`src/rtl/axis_arbiter_pkg.sv`:
```
// Shared types and the rotating priority search used by the frame arbiter.
// rr_next works on a fixed 16-wide request vector; callers zero-extend.
package axis_arbiter_pkg;

    localparam int RR_MAX_REQ = 16;
    localparam int RR_IDX_W   = 4;

    typedef enum logic {
        IDLE,
        LOCKED
    } arb_state_t;

    typedef struct packed {
        logic                found;
        logic [RR_IDX_W-1:0] idx;
    } rr_result_t;

    // First set request found scanning upward from (last + 1) mod n.
    function automatic rr_result_t rr_next(
        input logic [RR_MAX_REQ-1:0] req,
        input logic [RR_IDX_W-1:0]   last,
        input int                    n
    );
        rr_result_t res;
        int         cand;
        res = '0;
        for (int k = 1; k <= RR_MAX_REQ; k++) begin
            cand = (int'(last) + k) % n;
            if (k <= n && !res.found && req[cand[RR_IDX_W-1:0]]) begin
                res.found = 1'b1;
                res.idx   = cand[RR_IDX_W-1:0];
            end
        end
        return res;
    endfunction

endpackage

```
`src/rtl/rr_priority_encoder.sv`:
```
// Combinational round-robin pick: next requester after last_grant_i that is asking.
module rr_priority_encoder
    import axis_arbiter_pkg::*;
#(
    parameter int NUM_REQ = 4,
    parameter int IDX_W   = 2
) (
    input  logic [NUM_REQ-1:0] req_i,
    input  logic [IDX_W-1:0]   last_grant_i,
    output logic [IDX_W-1:0]   next_idx_o,
    output logic               valid_o
);

    logic [RR_MAX_REQ-1:0] req_ext;
    logic [RR_IDX_W-1:0]   last_ext;
    rr_result_t            res;

    always_comb begin
        req_ext                 = '0;
        req_ext[NUM_REQ-1:0]    = req_i;
        last_ext                = '0;
        last_ext[IDX_W-1:0]     = last_grant_i;
        res                     = rr_next(req_ext, last_ext, NUM_REQ);
        next_idx_o              = res.idx[IDX_W-1:0];
        valid_o                 = res.found;
    end

endmodule

```
`src/rtl/axis_frame_rr_arbiter.sv`:
```
// Frame-granular round-robin arbiter sharing one AXI-Stream NI injection port.
// One bubble cycle per frame for arbitration, then zero-latency pass-through until TLAST.
module axis_frame_rr_arbiter
    import axis_arbiter_pkg::*;
#(
    parameter int NUM_REQ     = 4,
    parameter int TDATA_WIDTH = 64,
    parameter int TDEST_WIDTH = 4,
    parameter int TID_WIDTH   = 2
) (
    input  logic                           clk_s_axis_i,
    input  logic                           rst_s_axis_ni,
    input  logic [NUM_REQ-1:0]             s_axis_tvalid_i,
    output logic [NUM_REQ-1:0]             s_axis_tready_o,
    input  logic [NUM_REQ*TDATA_WIDTH-1:0] s_axis_tdata_i,
    input  logic [NUM_REQ-1:0]             s_axis_tlast_i,
    input  logic [NUM_REQ*TDEST_WIDTH-1:0] s_axis_tdest_i,
    output logic                           m_axis_tvalid_o,
    input  logic                           m_axis_tready_i,
    output logic [TDATA_WIDTH-1:0]         m_axis_tdata_o,
    output logic                           m_axis_tlast_o,
    output logic [TDEST_WIDTH-1:0]         m_axis_tdest_o,
    output logic [TID_WIDTH-1:0]           m_axis_tid_o,
    output logic [31:0]                    frames_sent_o
);

    localparam int IDX_W = (NUM_REQ > 1) ? $clog2(NUM_REQ) : 1;

    // Handshake: a beat moves on a cycle where m_axis_tvalid_o and m_axis_tready_i
    // are both high; TREADY reaches only the granted source, and only while LOCKED.

    arb_state_t       state_q, state_d;
    logic [IDX_W-1:0] grant_q, grant_d;
    logic [IDX_W-1:0] last_grant_q, last_grant_d;
    logic [31:0]      frames_q, frames_d;

    logic [IDX_W-1:0] enc_idx;
    logic             enc_valid;

    logic                   m_tvalid;
    logic [NUM_REQ-1:0]     s_tready;
    logic [TDATA_WIDTH-1:0] m_tdata;
    logic                   m_tlast;
    logic [TDEST_WIDTH-1:0] m_tdest;
    logic [TID_WIDTH-1:0]   m_tid;
    logic                   frame_done;

    rr_priority_encoder #(
        .NUM_REQ (NUM_REQ),
        .IDX_W   (IDX_W)
    ) u_rr_enc (
        .req_i        (s_axis_tvalid_i),
        .last_grant_i (last_grant_q),
        .next_idx_o   (enc_idx),
        .valid_o      (enc_valid)
    );

    // Outputs are forced to zero outside LOCKED so reset and bubble cycles look idle.
    always_comb begin
        m_tvalid = 1'b0;
        s_tready = '0;
        m_tdata  = '0;
        m_tlast  = 1'b0;
        m_tdest  = '0;
        m_tid    = '0;
        if (state_q == LOCKED) begin
            m_tvalid          = s_axis_tvalid_i[grant_q];
            s_tready[grant_q] = m_axis_tready_i;
            m_tdata           = s_axis_tdata_i[int'(grant_q)*TDATA_WIDTH +: TDATA_WIDTH];
            m_tlast           = s_axis_tlast_i[grant_q];
            m_tdest           = s_axis_tdest_i[int'(grant_q)*TDEST_WIDTH +: TDEST_WIDTH];
            m_tid             = TID_WIDTH'(grant_q);
        end
    end

    assign frame_done = m_tvalid & m_axis_tready_i & m_tlast;

    always_comb begin
        state_d      = state_q;
        grant_d      = grant_q;
        last_grant_d = last_grant_q;
        frames_d     = frames_q;
        case (state_q)
            IDLE: begin
                if (enc_valid) begin
                    grant_d = enc_idx;
                    state_d = LOCKED;
                end
            end
            LOCKED: begin
                if (frame_done) begin
                    state_d      = IDLE;
                    last_grant_d = grant_q;
                    frames_d     = frames_q + 32'd1;
                end
            end
            default: state_d = IDLE;
        endcase
    end

    // last_grant resets to the top index so requester 0 has first priority.
    always_ff @(posedge clk_s_axis_i or negedge rst_s_axis_ni) begin
        if (!rst_s_axis_ni) begin
            state_q      <= IDLE;
            grant_q      <= '0;
            last_grant_q <= IDX_W'(NUM_REQ - 1);
            frames_q     <= '0;
        end else begin
            state_q      <= state_d;
            grant_q      <= grant_d;
            last_grant_q <= last_grant_d;
            frames_q     <= frames_d;
        end
    end

    assign m_axis_tvalid_o = m_tvalid;
    assign s_axis_tready_o = s_tready;
    assign m_axis_tdata_o  = m_tdata;
    assign m_axis_tlast_o  = m_tlast;
    assign m_axis_tdest_o  = m_tdest;
    assign m_axis_tid_o    = m_tid;
    assign frames_sent_o   = frames_q;

endmodule

```
`config.mk`:
```
export PLATFORM = sky130hd
export DESIGN_NAME = axis_frame_rr_arbiter
export DESIGN_NICKNAME = d
export VERILOG_FILES = /design/src/rtl/axis_arbiter_pkg.sv /design/src/rtl/rr_priority_encoder.sv /design/src/rtl/axis_frame_rr_arbiter.sv
export SDC_FILE = /design/constraint.sdc
export NUM_CORES = 1
export LEC_CHECK = 0
export BUFFER_PORTS_ARGS = -buffer_cell sky130_fd_sc_hd__buf_4
export CAP_MARGIN = 20
export CORE_AREA = 2 2 154 156
export DETAILED_ROUTE_END_ITERATION = 10
export DIE_AREA = 0 0 156 158
export REMOVE_ABC_BUFFERS = 1
export SLEW_MARGIN = 10
export SYNTH_ARGS = -nofsm -noshare
export SYNTH_HDL_FRONTEND = slang
export SYNTH_SLANG_ARGS = --single-unit
```
`constraint.sdc`:
```
create_clock -name clk_s_axis_i -period 2 [get_ports clk_s_axis_i]
set_clock_uncertainty 0.15 [all_clocks]
set_input_delay 0.2 -clock clk_s_axis_i [delete_from_list [all_inputs] [get_ports clk_s_axis_i]]
set_output_delay 0.2 -clock clk_s_axis_i [all_outputs]
set_load 0.005 [all_outputs]
```
# --- After elaboration in Yosys (flattened, before gate mapping) ---
# Cells that the tools add are included.
op_classes:
  reduce_logical: 13
  addsub: 5
  muxes: 27
  n_lt_le_gt_ge: 6
  shift: 2
  bitwise: 8
ops:
  columns: ["cell", "count"]
  rows:
  - ["$shiftx 256x9->64", 1]
  - ["$mux 64", 1]
  - ["$add 32x1->32 const B", 1]
  - ["$lt 4x5->1 const B", 4]
  - ["$mux 5", 4]
  - ["$shiftx 16x5->4", 1]
  - ["$bmux 1 s3", 4]
  - ["$mux 1", 11]
  - ["$mux 4", 2]
  - ["$reduce_or 2->1", 4]
  - ["$add 2x1->2 const B", 2]
  - ["$add 2x2->2 const B", 2]
  - ["$and 1x1->1 const A", 4]
  - ["$and 4x4->4", 1]
  - ["$bmux 1 s2", 2]
  - ["$logic_and 1x1->1", 4]
  - ["$reduce_and 2->1", 2]
  - ["$logic_not 1->1", 3]
  - ["$lt 2x3->1 const B", 1]
  - ["$and 1x1->1", 2]
  - ["$demux 1 s2", 1]
  - ["$ge 2x1->1 const B", 1]
  - ["$mux 2", 1]
  - ["$pmux 1 s2", 1]
  - ["$not 1->1", 1]
word_totals:
  inputBits: 283
  register_bits: 37
  elab_cells: 65
  output_inout_bits: 108

# --- Logic depth before layout (Yosys ltp) ---
# Gate-level depths: netlist (run 1).
logic_depth:
  word_depth: 17
  ltp_mapped: 8

# --- Modules after synthesis ---
# A second synthesis (run 1) with hierarchy kept.
hier_totals:
  cells_unflattened: 352
  area_unflattened_um2: 4011.3
by_module_without_submodules:
  columns: ["mod", "cells_per_inst", "instances", "area_each_um2"]
  rows:
  - ["axis_frame_rr_arbiter", 338, 1, 3932.5]
  - ["rr_priority_encoder", 14, 1, 78.8]

# --- Worst setup path before layout (run 1) ---
# OpenSTA, ideal clock, no wires.
synth_path:
  path_kind: "reg-to-reg"
  startpoint: "register grant_q[1]"
  endpoint: "register frames_q[26] (netlist: frames_sent_o[26])"
  arrival_ns: 1.727
  path_stages_with_launch: 8
  n_path_buf: 2
  period_less_slack_ns: 2.000
  required_time_ns: 1.726
  setup_ns: 0.124
  setup_slack_ns: 0.000
  cell_sequence: "dfrtp_1 -> buf_4 -> buf_6 -> mux2i_1 -> o22a_4 -> nor4_4 -> nand4_1 -> xnor2_1"
synth_via:
  elab_chain_cells: 6
synth_rtl:
  columns: ["item", "line_no", "rtl"]
  rows:
  - ["start, declared", "axis_frame_rr_arbiter.sv:33", "logic [IDX_W-1:0] grant_q, grant_d;"]
  - ["start signal, assigned", "axis_frame_rr_arbiter.sv:110", "grant_q <= grant_d;"]
  - ["$bmux 1 s2", "axis_frame_rr_arbiter.sv:67", "m_tvalid = s_axis_tvalid_i[grant_q];"]
  - ["$mux 1 (implied by the code)", "axis_frame_rr_arbiter.sv:67", null]
  - ["$mux 1", "axis_frame_rr_arbiter.sv:66", "if (state_q == LOCKED) begin"]
  - ["$and 1x1->1", "axis_frame_rr_arbiter.sv:76", "assign frame_done = m_tvalid & m_axis_tready_i & m_tlast;"]
  - ["$and 1x1->1 *", "axis_frame_rr_arbiter.sv:76", null]
  - ["$reduce_and 2->1 (no source line) *", null, null]
  - ["end signal, assigned", "axis_frame_rr_arbiter.sv:112", "frames_q <= frames_d;"]
  - ["end, declared", "axis_frame_rr_arbiter.sv:35", "logic [31:0] frames_q, frames_d;"]
# Mark *: on every way between the ends. The rest lies on a longest branch, timed or not. The select of a mux whose other input is x is not followed.
# A chain may end at the register's enable or synchronous reset.

# --- Final worst setup path (run 1) ---
layout_path:
  startpoint: "register grant_q[0]"
  endpoint: "output m_axis_tdata_o[54]"
layout_via:
  elab_chain_cells: 2
layout_rtl:
  columns: ["item", "line_no", "rtl"]
  rows:
  - ["$shiftx 256x9->64", "axis_frame_rr_arbiter.sv:69", "m_tdata = s_axis_tdata_i[int'(grant_q)*TDATA_WIDTH +: TDATA_WIDTH];"]
  - ["$mux 64", "axis_frame_rr_arbiter.sv:66", null]
  - ["end, declared", "axis_frame_rr_arbiter.sv:20", "output logic [TDATA_WIDTH-1:0] m_axis_tdata_o,"]
# No other way between the ends.

==> flow_summary.toml, run 1 <==
[cts]
numClockSinks = 37
clk_pin_slew_ps = 50
cts_made_buffers = 5
root_buffer = "clkbuf_16"
cts_tree = "done"
cts_buffer_depth = 2
clkLatencyLatePin_ps = 280
htree_levels = 2

[cells_and_area]
utilization = 0.343
fin_area_sq_um = 7900
diodes = 0
layout-drive-gt1-share = 0.756
layout.cells.non_filler = 1027
nets = 1020
n_fill_cell = 2351
syn2layout_area_growth_pct = 103

[placed_design]
routabilityCongestion = 0.861
dp_slack_ps = -18.1
place_inst = 1003
placed_area_sq_um = 7250
dp_hpwl_microns = 17900
numPortBuffers = 390

[critical_path]
arrival_ps = 1860
critPathSlowestCell = "mux4_2"
r2r_end = "frames_sent_o[23]"
crit_path_cell_trace = "buf_12 > buf_16 > mux4_2 > and2_4 > buf_4"
reg2reg_depth = 7
worstPathRequired_ps = 1650
critPathMaxFanout = 16
regToRegStartpoint = "grant_q[0]"
endpoint_kind = "output port"
ff2ff_setup_slack_ps = -70
cp-start-kind = "flip-flop"
crit_type = "flip-flop to output port"
critPathMaxStageDelay_ps = 530

[power]
swShare = 0.339
combPwrFrac = 0.802
power.leakage_nw = 3.75
p_clk_frac = 0.083
total_power_mw = 8.87
internal_power_mw = 5.87
switchingPower_mw = 3.01
power.share.sequential = 0.115
ir_worst_vdd_mv = 0.451
pwr_density_cell_nw_per_um2 = 1120

[logic_synthesis]
yosysWarnings = 0
syn_area_per_cell_sq_um = 11.9
synth.ff_latch_count = 37
yosys-top-cells-count = "68 x and2_1, 68 x mux4_2, 35 x dfrtp_1, 28 x xnor2_1, 16 x nand2_1"
synth_cell_type_count = 38
synth_edf_count = 0
synth_area_sq_um = 3890
synth.area.top_cells = "mux4_2 39%, dfrtp_1 23%, and2_1 11%"
ys.flop_type = "dfrtp_1"
async_flop_share = 1.00
ys_seq_area_frac = 0.239
synthCells = 327
synth_top_area_share = 0.394
synth_top_cell_by_area = "mux4_2"

[sta]
setup_viol = 85
clock.fmax_ghz = 0.453
tightest_slew_ps = 467
postLayoutSetupSlackWorst_ps = -208
slew_headroom = 0.689
hold_ws_ps = 111
drv_slew = 0
final_hold_viol_count = 0
tns_ps = -12150
rsz0062_at_grt = "yes"
period_needed_ps = 2210
period_share = 1.10

[die]
row_count = 56
io_pins = 391
dieWidth_microns = 156
die_area_sq_um = 24600
start_util = 0.169
coreArea_sq_um = 23100
die-height_microns = 158

[drt]
drtIter0Drc = 202
wl_microns = 21600
wl_per_cell_microns = 21.0
route.vias.total = 4593
viasPerCell = 4.47
drt-pass1-iter-count = 6
remaining_drc_errors = 0
ant_nets = 0

[grt]
grt_pass1_vias = 4623
grt_overflow = 0
grt_max_degree = 38
antenna_found_initial = 1
grt.total_usage = 0.160
grt_pass1_wl_microns = 29300

[job]
max_cap_violations = 0

[min_path]
worstHoldPathCells = 3
min_from = "s_axis_tvalid_i[2]"
hp-class = "input pin to flip-flop"
hold_end = "state_q"

[run_status]
status = "finished, violations left"
violations = "negative setup slack"
## power by group through the flow
stage | clock network (mW) | logic [mW] | registers (mW)
4_1_cts | 0.762 | 6.95 | 1.04
6_report | 0.734 | 7.12 | 1.02
3_3_place_gp | 0 | 5.81 | 1.03
2_1_floorplan | 0 | 2.42 | 1.42
3_5_place_dp | 0 | 5.86 | 1.03
5_1_grt | 0.790 | 7.60 | 1.04
## metal layers
metal / up-vias / routed length [microns] / GRT usage
met3: 21 / 1560 / 0.0356
met1: 2303 / 8630 / 0.201
met5: - / 13 / 0
met2: 203 / 11000 / 0.284
met4: 2 / 312 / 0.0284
li1: 2064 / - / -
## critical path: cells and delay by family, from the launching register on
kind                   cells  cell delay [ps]
and+or+nand+nor            1              170
DFF                        1              460
muxes                      1              530
buffers and inverters      3              420
## worst max-delay path by stage
stage	start	to	slack (ps)
after floorplan	grant_q[0]	frames_sent_o[1]	-2710
after global placement	grant_q[0]	m_axis_tdata_o[34]	-20
after detailed placement	grant_q[0]	m_axis_tdata_o[34]	-20
after CTS	grant_q[0]	m_axis_tdata_o[28]	-270
after global routing	grant_q[0]	m_axis_tdata_o[10]	-270
final	grant_q[0]	m_axis_tdata_o[54]	-210
## layout by cell type (no fill, tap or decap), types with 6 or more instances in the layout
| cell | instances |
|---|---|
| nand4_1 | 8 |
| dfrtp_1 | 32 |
| nand3_1 | 14 |
| clkbuf_16 | 6 |
| buf_4 | 376 |
| mux4_2 | 68 |
| inv_1 | 7 |
| nand2_1 | 16 |
| buf_6 | 43 |
| and2_1 | 31 |
| nor2_1 | 8 |
| xnor2_1 | 27 |
| and3_1 | 8 |
| and2_4 | 37 |
## layout make-up
class	instances	area, sq um	share of cell area
repair buffers	428	3480	0.440
well taps	290	363	0.0460
flip-flops and latches	37	937	0.119
clock buffers	7	133	0.0168
multi-input cells	257	2960	0.374
clock inverters	1	5.00	0.000634
inverters	7	26.3	0.00333
## state kept, by name (all words and copies together) (netlist names)
register and flops:
last_grant_q 2, grant_q 2, frames_sent_o 32, state_q 1
## cell families (layout without fill, tap and decap cells)
family                   after synthesis  count (layout)  share of synthesized area
XOR/XNOR                              31              31                     0.0698
adder cells (fa/ha/maj)                1               1                    0.00322
multiplexers                          74              74                      0.410
flip-flops                            37              37                      0.239
AO/OA/AOI/OAI                         13              13                     0.0254
AND/OR/NAND/NOR                      138             138                      0.213
buffers and inverters                 33             443                     0.0393
## repair_timing
action                                 4_1_cts  5_1_grt
cloned                                       3        3
setup endpoints to repair                   70      100
gates resized for setup                     81       20
endpoints found under the hold margin       35        0
pin swaps                                    4        5
setup buffers                                5        7
hold buffers                                 1        0
Power figures use the tool's default switching activity.
==> inputs of run 2 (changes only) <==
Settings changed: GPL_TIMING_DRIVEN from default to 0.
Clock period 2 ns to 2.2 ns, I/O delays scaled along.
==> run 2 against run 1 <==
The flow still finishes with violations (negative setup slack). Sequential power shrank 5%. Register-to-register slack barely moved. Design area rose by 4.9%. Critical path type unchanged. Largest power group unchanged.
==> flow_summary.toml, run 2 (same netlist as run 1, synthesis figures left out) <==
[die]
coreArea_sq_um = 23100
dieWidth_microns = 156
die-height_microns = 158
start_util = 0.169
row_count = 56
die_area_sq_um = 24600
io_pins = 391

[sta]
setup_viol = 75
clock.fmax_ghz = 0.436
hold_ws_ps = 129
tightest_slew_ps = 483
period_needed_ps = 2290
period_share = 1.04
final_hold_viol_count = 0
slew_headroom = 0.676
drv_slew = 0
rsz0062_at_grt = "yes"
postLayoutSetupSlackWorst_ps = -93.8

[critical_path]
cp-start-kind = "flip-flop"
endpoint_kind = "output port"
critPathMaxFanout = 5
worstPathRequired_ps = 1830
arrival_ps = 1920
crit_type = "flip-flop to output port"

[drt]
remaining_drc_errors = 0
wl_per_cell_microns = 21.6
viasPerCell = 4.51
route.vias.total = 4657
drtIter0Drc = 206
wl_microns = 22300
drt-pass1-iter-count = 4
ant_nets = 0

[cells_and_area]
layout_commonest_cell = "buf_4"
fin_area_sq_um = 8280
n_fill_cell = 2297
nets = 1026
final_cell_mix = "366 x buf_4, 68 x mux4_2, 46 x buf_6"
diodes = 0
multi_input_area_sq_um = 3020
largest_reg_flops = 32
layout-drive-gt1-share = 0.778
syn2layout_area_growth_pct = 113
regArea_sq_um = 940

[job]
max_cap_violations = 0

[placed_design]
dp_hpwl_microns = 17000
placed_area_sq_um = 7140
numPortBuffers = 390
routabilityCongestion = 0.812

[grt]
grt_pass1_wl_microns = 28300
grt_max_degree = 47
grt_overflow = 0
grt.total_usage = 0.154
antenna_found_initial = 0
grt_pass1_vias = 4465

[cts]
clkLatencyLatePin_ps = 280
htree_levels = 2
cts_made_buffers = 5
clk_pin_slew_ps = 60
cts_tree = "done"
cts_buffer_depth = 2
numClockSinks = 37
root_buffer = "clkbuf_16"

[run_status]
status = "finished, violations left"
violations = "negative setup slack"

[power]
power.leakage_nw = 3.95
ir_worst_vdd_mv = 0.408
pwr_density_cell_nw_per_um2 = 1080

[min_path]
hp-class = "input pin to flip-flop"
run 2: cell types whose count changed in the layout (fill, tap and decap cells not counted), moves of 2 or more:
cell / before / now
and2_1: 31 / 24
and2_4: 37 / 44
buf_12: 3 / 10
buf_4: 376 / 366
buf_6: 43 / 46
clkbuf_1: 2 / 0
clkbuf_16: 6 / 13
nand2_1: 16 / 11
nand2_2: 0 / 3
nand2_4: 0 / 2
nand3_1: 14 / 11
nand3_4: 0 / 2
run 2: where the power goes:
part           internal, mW  total, mW  switching [mW]
combinational          4.64       7.16            2.52
sequential            0.791      0.965           0.175
clock                 0.565      0.840           0.275
run 2: per-stage QoR:
| step | cells | total power, mW | setup WS, ps | setup TNS (ps) | utilization |
|---|---|---|---|---|---|
| floorplan | 301 | 3.62 | -2510 | -215620 | - |
| global placement | 981 | 5.28 | -4070 | -354910 | 0.306 |
| detailed placement | 984 | 6.21 | -1170 | -44740 | 0.310 |
| CTS | 1005 | 7.51 | -109 | -4300 | 0.328 |
| global route | 1033 | 9.49 | -171 | -9480 | 0.359 |
| finish | 1033 | 8.97 | -93.8 | -3500 | 0.359 |
run 2: area by class of cell:
cell class,count,area share
flip-flops and latches,37,0.113
clock buffers,6,0.0168
well taps,290,0.0438
clock inverters,2,0.00453
repair buffers,434,0.454
multi-input cells,257,0.364
inverters,7,0.00317
run 2: critical path: stages (launching register included):
cell and delay, ps:
dfrtp_4 510, buf_4 170, clkbuf_16 150, mux4_2 500, and2_1 180, buf_4 130
run 2: repair_timing:
action,in CTS,in global routing
cloned,0,11
hold buffers,1,0
hold endpoints to repair,35,0
pin swaps,11,24
gates resized for setup,22,94
setup buffers,12,17
endpoints found under the setup margin,110,91
run 2: path summary, 6_finish.rpt:
kind	cells past startpoint	slack (ps)	start	to
setup reg to reg	7	-60	grant_q[0]	frames_sent_o[23]
hold reg to reg	1	330	frames_sent_o[31]	frames_sent_o[31]
setup / recovery	5	-90	grant_q[0]	m_axis_tdata_o[26]
hold / removal	3	130	s_axis_tvalid_i[2]	state_q
min in group asynchronous	2	290	rst_s_axis_ni	frames_sent_o[30]
max in group asynchronous	2	1240	rst_s_axis_ni	grant_q[0]
run 2: metal layers:
layer | up-vias | routed length, microns | global-route usage
met2 | 210 | 11100 | 0.259
met3 | 24 | 1640 | 0.0375
met1 | 2347 | 9110 | 0.199
li1 | 2076 | - | -
met4 | 0 | 444 | 0.0380
met5 | - | 0 | 0
